File: config.mk
export PLATFORM = sky130hd
export DESIGN_NAME = phase_sequencer
export DESIGN_NICKNAME = d
export VERILOG_FILES = /design/src/rtl/phase_sequencer.sv
export SDC_FILE = /design/constraint.sdc
export NUM_CORES = 1
export LEC_CHECK = 0
export ABC_AREA = 1
export CAP_MARGIN = 20
export CORE_MARGIN = 2
export CORE_UTILIZATION = 35
export CTS_CLUSTER_SIZE = 10
export DETAILED_ROUTE_END_ITERATION = 6
export SYNTH_ARGS = -nofsm -noshare
export SYNTH_HDL_FRONTEND = slang
export SYNTH_SLANG_ARGS = --single-unit
File: constraint.sdc
create_clock -name CLK -period 3.9 [get_ports CLK]
set_clock_uncertainty 0.15 [all_clocks]
set_input_delay 0.975 -clock CLK [delete_from_list [all_inputs] [get_ports CLK]]
set_output_delay 0.975 -clock CLK [all_outputs]
set_load 0.005 [all_outputs]
File: src/rtl/phase_sequencer.sv
// ----------------------------------------------------------------------------
// phase_sequencer
//
// Multi-phase timing controller. When Start is accepted, a duration is
// captured for every phase. The remaining count of the current phase is
// counted down to zero, and the counter is then reloaded with the next
// phase's duration. A one-cycle PhaseTick marks every phase boundary, and
// Done marks the expiry of the last phase.
//
// Ports:
//   CLK        in   system clock, rising edge
//   Reset      in   synchronous active-high reset, overrides everything
//   Start      in   begin a sequence (sampled only while idle)
//   Pause      in   freeze the countdown (honoured only while running)
//   Dur        in   packed per-phase durations, phase i = Dur[CNT_W*i +: CNT_W]
//   Phase      out  index of the current phase
//   Q          out  remaining count of the current phase
//   S          out  OR-reduction of Q (combinational)
//   Busy       out  high while a sequence is running
//   PhaseTick  out  one-cycle pulse on each phase boundary
//   Done       out  one-cycle pulse when the last phase expires
// ----------------------------------------------------------------------------
module phase_sequencer #(
  parameter int N_PHASES = 4,
  parameter int CNT_W    = 4,
  parameter int PH_W     = 2
) (
  input  logic                      CLK,
  input  logic                      Reset,
  input  logic                      Start,
  input  logic                      Pause,
  input  logic [N_PHASES*CNT_W-1:0] Dur,
  output logic [PH_W-1:0]           Phase,
  output logic [CNT_W-1:0]          Q,
  output logic                      S,
  output logic                      Busy,
  output logic                      PhaseTick,
  output logic                      Done
);

  typedef enum logic {IDLE, RUN} state_t;

  state_t             state_reg;
  logic [PH_W-1:0]    phase_reg;
  logic [CNT_W-1:0]   q_reg;
  logic               busy_reg;
  logic               tick_reg;
  logic               done_reg;
  logic [CNT_W-1:0]   snap_reg [N_PHASES];

  // Unpacked view of the duration bus.
  logic [CNT_W-1:0]   dur_arr [N_PHASES];

  genvar gi;
  generate
    for (gi = 0; gi < N_PHASES; gi++) begin : g_dur
      assign dur_arr[gi] = Dur[CNT_W*gi +: CNT_W];
    end
  endgenerate

  logic [PH_W-1:0] phase_next;
  logic            last_phase;

  // phase_next is used only when last_phase is low, so it never leaves
  // the valid index range.
  assign phase_next = phase_reg + PH_W'(1);
  assign last_phase = (phase_reg == PH_W'(N_PHASES - 1));

  always_ff @(posedge CLK) begin
    if (Reset) begin
      state_reg <= IDLE;
      phase_reg <= '0;
      q_reg     <= '0;
      busy_reg  <= 1'b0;
      tick_reg  <= 1'b0;
      done_reg  <= 1'b0;
      for (int i = 0; i < N_PHASES; i++) begin
        snap_reg[i] <= '0;
      end
    end else begin
      // Both strobes are single-cycle pulses unless re-asserted below.
      tick_reg <= 1'b0;
      done_reg <= 1'b0;
      case (state_reg)
        IDLE: begin
          if (Start) begin
            for (int i = 0; i < N_PHASES; i++) begin
              snap_reg[i] <= dur_arr[i];
            end
            // The live bus is used for phase 0 because the snapshot is
            // being written in this same cycle.
            q_reg     <= dur_arr[0];
            phase_reg <= '0;
            busy_reg  <= 1'b1;
            state_reg <= RUN;
          end
        end
        RUN: begin
          // Pause freezes everything, including a pending boundary at Q=0.
          if (!Pause) begin
            if (q_reg != '0) begin
              q_reg <= q_reg - CNT_W'(1);
            end else if (!last_phase) begin
              phase_reg <= phase_next;
              q_reg     <= snap_reg[phase_next];
              tick_reg  <= 1'b1;
            end else begin
              // Q stays 0 and Phase stays at the last index until restart.
              tick_reg  <= 1'b1;
              done_reg  <= 1'b1;
              busy_reg  <= 1'b0;
              state_reg <= IDLE;
            end
          end
        end
        default: state_reg <= IDLE;
      endcase
    end
  end

  assign Phase     = phase_reg;
  assign Q         = q_reg;
  assign S         = |q_reg;
  assign Busy      = busy_reg;
  assign PhaseTick = tick_reg;
  assign Done      = done_reg;

endmodule
==> results of run 1 <==
cell families (layout without fill, tap and decap cells):
group / count (synthesis) / count (layout) / synth area share (%)
and+or+nand+nor: 67 / 67 / 23.3
buffers and inverters: 35 / 64 / 11.7
AOI/OAI and AO/OA: 30 / 30 / 12.5
DFF: 26 / 26 / 50.6
adders and majority gates: 2 / 2 / 1.86
stage by stage:
step                      instance area (µm²)  util, %
after floorplan                          1350        -
after global placement                   1670     45.1
after detailed placement                 1670     45.1
after CTS                                1740     47.1
after global routing                     1740     47.1
final                                    1740     47.1
cell type report:
cell class | instances | area, µm² | share of cell area (%)
Multi-Input combinational cell | 99 | 508 | 29.3
Inverter | 31 | 126 | 7.28
Tap cell | 48 | 60.1 | 3.46
Clock inverter | 1 | 30.0 | 1.73
Timing Repair Buffer | 29 | 290 | 16.7
Clock buffer | 3 | 41.3 | 2.38
Sequential cell | 26 | 681 | 39.2
power groups by stage:
stage / logic, mW / registers [mW] / clock network [mW]
after detailed placement: 0.150 / 0.339 / 0
after global placement: 0.146 / 0.339 / 0
after floorplan: 0.0970 / 0.331 / 0
final: 0.148 / 0.333 / 0.226
after CTS: 0.150 / 0.333 / 0.229
after global routing: 0.166 / 0.337 / 0.242
layout by cell type (no fill, tap or decap):
| cell | n |
|---|---|
| a21oi_1 | 13 |
| a21oi_2 | 2 |
| a31oi_1 | 1 |
| bufinv_16 | 1 |
| clkbuf_8 | 3 |
| clkdlybuf4s50_1 | 29 |
| dfxtp_1 | 10 |
| edfxtp_1 | 16 |
| ha_1 | 2 |
| inv_1 | 26 |
| inv_2 | 3 |
| inv_4 | 1 |
| inv_8 | 1 |
| nand2_1 | 22 |
| nand2_2 | 3 |
| nand2_4 | 3 |
| nand3_1 | 2 |
| nand3_2 | 3 |
| nand4_1 | 1 |
| nor2_1 | 31 |
| nor2_4 | 1 |
| nor3_1 | 1 |
| o211ai_1 | 4 |
| o21ai_0 | 7 |
| o21ai_1 | 3 |
critical path, stage by stage (launching register included):
cell and delay, ps:
dfxtp_1 410, inv_1 60, ha_1 240, nand3_2 150, clkdlybuf4s50_1 510
metal layers:
metal,global-route usage (%),vias up
met3,2.39,7
met5,0,-
li1,-,564
met1,14.9,526
met2,26.5,30
met4,5.36,0
worst min-delay path by stage:
stage,startpoint,endpoint
6_report,Busy,Busy
5_1_grt,Busy,Busy
4_1_cts,Busy,Busy
3_5_place_dp,Busy,Busy
3_3_place_gp,Busy,Busy
2_1_floorplan,Busy,Busy
==> flow_summary.toml, run 1 <==
[global_route]
grt_max_degree = 18
grt_pass1_vias = 1101
antenna_found_initial = 0
grt_usage_pct = 13.8
grt-ovfl-total = 0
grt_pass1_wl_um = 4620

[routing]
final_antenna_net_count = 0
routed_via_density = 4.76
wl_met1_um = 1080
wl_um = 2700
drc = 0
wl_met2_um = 1420
wl_met3_um = 138
drt-initial-drc-count = 59
vias = 1127
routedWlPerCell_um = 11.4
top_layer_used = "met4"
drtPass1Iterations = 4

[layout]
layout-drive-gt1-share_pct = 11.1
fin_nets = 212
diodes = 0
syn_to_final_growth_pct = 29.0
fin_cells = 237
largest_reg_flops = 16
fillers = 372

[run]
cap_violations = 0

[logic_synthesis]
syn_area_um2 = 1350
synthTopCellsByCount = "nor2_1, inv_1, nand2_1"
ys.flop_type = "edfxtp_1"
yosysWarnings = 0
yosys-top-cells-area = "edfxtp_1, dfxtp_1, nor2_1"
post-synth-top-count-cell = "nor2_1"
async_flop_share_pct = 0
synth_edf_count = 16
yosysTopAreaCell = "edfxtp_1"
seq_area_frac_synth_pct = 50.6
synth_nets = 182
synthCells = 160
netlist.area_leader.share_pct = 35.7
synth_seq_cells = 26
syn_avg_cell_area_um2 = 8.41
synth.distinct_cells = 25

[power_and_ir_drop]
power.density_nw_per_um2 = 407
pwr-share-clk_pct = 32.0
seqPwrFrac_pct = 47.0
p_leak_nw = 0.759
power_mw = 0.707
vdd_drop_max_mv = 0.164
p_int_mw = 0.521
swShare_pct = 26.4
power_frac_comb_pct = 20.9
power.switching_mw = 0.186

[critical_path]
startpoint = "Q[0]"
r2r_start = "Phase[0]"
r2r-end = "Q[0]"
end_kind = "output pin"
crit_type = "reg -> out"
critPathCapture = "S"
start_kind = "register"
worstRegToRegCells = 6
worstPathMaxFanout = 5
critPathRequiredTime_ps = 2770
critical_path_arrival_ps = 1650
reg2reg_slack_ps = 2090

[clock_tree]
cts_inserted_buffers = 3
clk_pin_slew_ps = 90
cts_tree = "done"
cts_resized = 0
postCtsHoldBufs = 0
cts_setup_buffers = 0
clock_path_buffers = 2
cts_htree_levels = 1
root_buffer = "clkbuf_8"
clkSinkCount = 26
clock_latency_ps = 280

[sta]
fin_crit_ps = 2770
setup_tns_ps = 0
timing.fmax_ghz = 0.361
fin_crit_sh_pct = 71.1
slew_headroom_pct = 56.3
rsz0062_at_grt = "false"
setup_viol = 0
worstMarginPinSlew_ps = 654
final-hold-violation-count = 0
final_max_slew_viol_count = 0
hold-worst-slack_ps = 392
setup_ws_ps = 1130

[hold_path]
hp-class = "reg -> reg"
holdPathStages = 2

[place]
port_buffers = 29
gp_congestion = 0.857
place_inst = 233
hpwl_um = 2060
dp_slack_ps = 1110

[floorplan]
io_pins = 30
die_area_um2 = 4360
die_h_um = 66.0
initial_core_util_pct = 36.5
core_um2 = 3690
fp.dieW_um = 66.0
rows = 22

[run_status]
status = "finished clean"
Power figures use the tool's default switching activity.
==> run 2, diff against run 1 <==
==> constraint.sdc (replaced) <==
create_clock -name CLK -period 2.6 [get_ports CLK]
set_clock_uncertainty 0.15 [all_clocks]
set_input_delay 0.65 -clock CLK [delete_from_list [all_inputs] [get_ports CLK]]
set_output_delay 0.65 -clock CLK [all_outputs]
set_load 0.005 [all_outputs]
==> run 2 against run 1 <==
  * Clock power barely moved
  * Setup slack got worse by 940 ps
  * Count of clock-buffer cells in the layout did not move
  * Global-route usage fell by 0.35 points
  * Register-to-register slack got worse by 1200 ps
  * Utilization fell by 0.31 points
  * Final cell count rose by 0.84%
  * Non-clock buffer count rose by 2
  * Critical path depth did not move
  * Via count fell by 1.7%
  * Flip-flop and latch count did not move
  * Critical endpoint unchanged
==> flow_summary.toml, run 2 (synthesized netlist as in run 1, its figures left out) <==
[power_and_ir_drop]
vdd_drop_max_mv = 0.383
swShare_pct = 27.9
seqPwrFrac_pct = 52.0
power_frac_comb_pct = 24.2
power.switching_mw = 0.264
p_int_mw = 0.684
power.density_nw_per_um2 = 550
p_leak_nw = 0.757
pwr-share-clk_pct = 23.8

[floorplan]
initial_core_util_pct = 36.5
core_um2 = 3690
die_area_um2 = 4360
die_h_um = 66.0
rows = 22
fp.dieW_um = 66.0
io_pins = 30

[clock_tree]
root_buffer = "clkbuf_8"
cts_resized = 0
cts_tree = "done"
clock_path_buffers = 2
clk_pin_slew_ps = 90
clkSinkCount = 26
cts_inserted_buffers = 3
clock_latency_ps = 260
cts_htree_levels = 1
cts_setup_buffers = 0
postCtsHoldBufs = 0

[sta]
setup_viol = 0
rsz0062_at_grt = "false"
slew_headroom_pct = 70.2
timing.fmax_ghz = 0.414
final-hold-violation-count = 0
fin_crit_ps = 2410
fin_crit_sh_pct = 92.8
worstMarginPinSlew_ps = 446
final_max_slew_viol_count = 0
setup_tns_ps = 0

[global_route]
grt_usage_pct = 13.5
grt_pass1_vias = 1067
grt_pass1_wl_um = 4460
grt-ovfl-total = 0
antenna_found_initial = 0
grt_max_degree = 18

[place]
place_inst = 235
gp_congestion = 0.878
port_buffers = 29
hpwl_um = 2070

[routing]
vias = 1108
wl_um = 2650
routed_via_density = 4.64
drtPass1Iterations = 3
final_antenna_net_count = 0
routedWlPerCell_um = 11.1
drc = 0
drt-initial-drc-count = 39

[critical_path]
reg2reg_slack_ps = 920
slowest_delay_ps = 510
worstPathMaxFanout = 5
critPathRequiredTime_ps = 1800
start_kind = "register"
startpoint = "Q[0]"
critical_path_arrival_ps = 1610
crit_chain = "inv_1 -> ha_1 -> nand3_2 -> clkdlybuf4s50_1"
r2r_start = "Phase[0]"
path_buf_inv = 2
crit_type = "reg -> out"
slowest_stage = "clkdlybuf4s50_1"
cpLargestDelayFamily = "buffers and inverters"
end_kind = "output pin"

[layout]
largest_reg_flops = 16
fin_cells = 239
diodes = 0
fin_nets = 214
syn_to_final_growth_pct = 28.2
fillers = 403
layout_common_cells = "nor2_1, clkdlybuf4s50_1, inv_1, nand2_1, edfxtp_1"
seqCellArea_um2 = 681
final_common_cell = "nor2_1"
multi_input_area_um2 = 508
layout-drive-gt1-share_pct = 11.5

[run]
cap_violations = 0

[hold_path]
min_from = "Busy"
hp-class = "reg -> reg"

[run_status]
status = "finished clean"
==> run 2: cell count changes in the layout (fill, tap and decap cells not counted) <==
cell | previous run | this run
buf_4 | 0 | 2
bufinv_16 | 1 | 0
clkinv_1 | 0 | 1
==> run 2: through the flow <==
step                      instance area (µm²)  setup slack, ps  hold WS, ps  power, mW  utilization [%]
after floorplan                          1350              967          327      0.642                -
after global placement                   1680              449          356      0.731             45.6
after detailed placement                 1680              380          356      0.737             45.6
after CTS                                1730              167          370      0.961             46.8
after global routing                     1730             80.6          405       1.01             46.8
final                                    1730              187          376      0.949             46.8
==> run 2: worst reg2reg max path, delay by kind of cell, from the launching register on <==
family	cells	cell delay (ps)
and+or+nand+nor	1	70
DFF	1	310
AOI/OAI and AO/OA	3	460
buffers and inverters	1	180
adders and majority gates	1	450
==> run 2: per-layer routing <==
metal | share of wire, % | up-vias | wire length (µm) | track usage (%)
met3 | 4.9 | 2 | 129 | 3.58
met2 | 53 | 21 | 1410 | 26.4
met1 | 42 | 512 | 1100 | 14.9
li1 | - | 573 | - | -
met5 | 0 | - | 0 | 0
met4 | 0.53 | 0 | 14 | 1.53
==> run 2: cell type report <==
type                            count  share of cell area [%]
Inverter                           31                    7.32
Tap cell                           48                    3.48
Timing Repair Buffer               31                    17.7
Sequential cell                    26                    39.4
Clock inverter                      1                   0.218
Multi-Input combinational cell     99                    29.4
Clock buffer                        3                    2.39
==> run 2: power by group through the flow <==
stage	clock [mW]	sequential [mW]	combinational [mW]
2_1_floorplan	0	0.496	0.146
3_3_place_gp	0	0.502	0.229
3_5_place_dp	0	0.503	0.234
4_1_cts	0.233	0.494	0.235
5_1_grt	0.247	0.497	0.262
6_report	0.226	0.493	0.230
==> run 2: path summary, 6_finish.rpt <==
check / endpoint / depth (start not counted)
worst max-delay path: S / 4
worst min-delay path: Busy / 2
worst max register to register: Q[1] / 6
worst min register to register: Busy / 2
==> run 3, diff against run 2 <==
--- a/config.mk
+++ b/config.mk
@@ -6,11 +6,11 @@
 export NUM_CORES = 1
 export LEC_CHECK = 0
 export ABC_AREA = 1
-export CAP_MARGIN = 20
 export CORE_MARGIN = 2
-export CORE_UTILIZATION = 35
+export CORE_UTILIZATION = 40
 export CTS_CLUSTER_SIZE = 10
 export DETAILED_ROUTE_END_ITERATION = 6
+export PLACE_DENSITY = 0.66
 export SYNTH_ARGS = -nofsm -noshare
 export SYNTH_HDL_FRONTEND = slang
 export SYNTH_SLANG_ARGS = --single-unit
==> run 3 against run 2 <==
  * Global-route usage rose by 2.2 points
  * Sequential share of layout area up 0.30 points
  * First-iteration DRC count is 13% lower
  * Critical path type unchanged
  * Utilization grew 5.5 points
  * Largest power group unchanged
  * Combinational power about the same
  * Final area decreased by 0.58%
  * Non-clock buffer count stayed put
==> flow_summary.toml, run 3 (synthesized netlist as in run 1, its figures left out) <==
[routing]
vias = 1086
routed_via_density = 4.58
drt-initial-drc-count = 34
wl_met2_um = 1340
routedWlPerCell_um = 11.4
drtPass1Iterations = 4
wl_um = 2700
wl_met3_um = 156
wl_met1_um = 1180
top_layer_used = "met4"
final_antenna_net_count = 0
drc = 0

[layout]
utilization_pct = 52.2
fin_cells = 237
layout_common_cells = "nor2_1, clkdlybuf4s50_1, inv_1, nand2_1, edfxtp_1"
layout-drive-gt1-share_pct = 12.6
largest_reg_flops = 16
diodes = 0
final_common_cell = "nor2_1"
fin_nets = 214
fillers = 325
syn_to_final_growth_pct = 27.4

[clock_tree]
clock_path_buffers = 2
cts_setup_buffers = 0
cts_resized = 0
cts_htree_levels = 1
cts_inserted_buffers = 3
postCtsHoldBufs = 0
clock_latency_ps = 320
root_buffer = "clkbuf_4"
clkSinkCount = 26
cts_tree = "done"
clk_pin_slew_ps = 140

[critical_path]
worstPathMaxFanout = 5
critPathRequiredTime_ps = 1800
start_kind = "register"
critical_path_arrival_ps = 1660
crit_type = "reg -> out"
end_kind = "output pin"

[hold_path]
hp-class = "reg -> reg"

[sta]
fin_crit_sh_pct = 94.8
fin_crit_ps = 2460
timing.fmax_ghz = 0.406
setup_viol = 0
slew_headroom_pct = 69.1
rsz0062_at_grt = "false"
final_max_slew_viol_count = 0
hold-worst-slack_ps = 375
worstMarginPinSlew_ps = 464
final-hold-violation-count = 0
setup_tns_ps = 0

[power_and_ir_drop]
seqPwrFrac_pct = 53.3
vdd_drop_max_mv = 0.205
power.density_nw_per_um2 = 541
power.switching_mw = 0.264
power_mw = 0.929
p_int_mw = 0.665
swShare_pct = 28.4
power_frac_comb_pct = 24.6
p_leak_nw = 0.755
pwr-share-clk_pct = 22.0

[run_status]
status = "finished clean"

[floorplan]
die_h_um = 62.0
core_um2 = 3280
io_pins = 30
initial_core_util_pct = 41.0
die_area_um2 = 3850
fp.dieW_um = 62.0
rows = 21

[global_route]
grt-ovfl-total = 0
grt_max_degree = 18
grt_usage_pct = 15.7
antenna_found_initial = 0
grt_pass1_vias = 1005
grt_pass1_wl_um = 4420

[place]
place_inst = 233
port_buffers = 29
hpwl_um = 2060
gp_congestion = 0.846

[run]
cap_violations = 0
run 3: cell types whose count changed in the layout (fill, tap and decap cells not counted):
cell / previous run / this run
clkbuf_4: 0 / 3
clkbuf_8: 3 / 1
clkinv_1: 1 / 0
dfxtp_1: 10 / 9
dfxtp_2: 0 / 1
run 3: per-layer routing:
metal  track usage (%)  vias up
li1                  -      570
met1              20.1      478
met2              26.5       36
met3              2.48        2
met4              6.38        0
met5                 0        -
run 3: power by group through the flow:
stage          logic [mW]  registers (mW)  clock network [mW]
2_1_floorplan       0.146           0.496                   0
3_3_place_gp        0.226           0.502                   0
3_5_place_dp        0.229           0.504                   0
4_1_cts             0.231           0.495               0.213
5_1_grt             0.259           0.499               0.234
6_report            0.229           0.495               0.205
run 3: cell type report:
cell class,count,area [µm²],area share [%]
sequential,26,682,39.8
timing repair buffer,31,305,17.8
clock buffer,4,36.3,2.12
inverter,31,126,7.37
tap,46,57.6,3.36
multi-input combinational,99,508,29.6
run 3: worst max-delay path: stages, from the launching register on:
cell	delay, ps
dfxtp_2	400
inv_1	60
ha_1	240
nand3_2	130
clkdlybuf4s50_1	510
run 3: worst paths after layout:
path	from	slack, ps	depth (start not counted)	end
min	Busy	370	2	Busy
min reg2reg	Busy	370	2	Busy
max	Q[0]	140	4	S
max reg2reg	Phase[0]	910	6	Q[2]
run 3: through the flow:
stage | setup slack, ps | cell area, µm²
2_1_floorplan | 967 | 1350
3_3_place_gp | 460 | 1680
3_5_place_dp | 375 | 1680
4_1_cts | 41.8 | 1710
5_1_grt | 39.9 | 1720
6_report | 136 | 1720
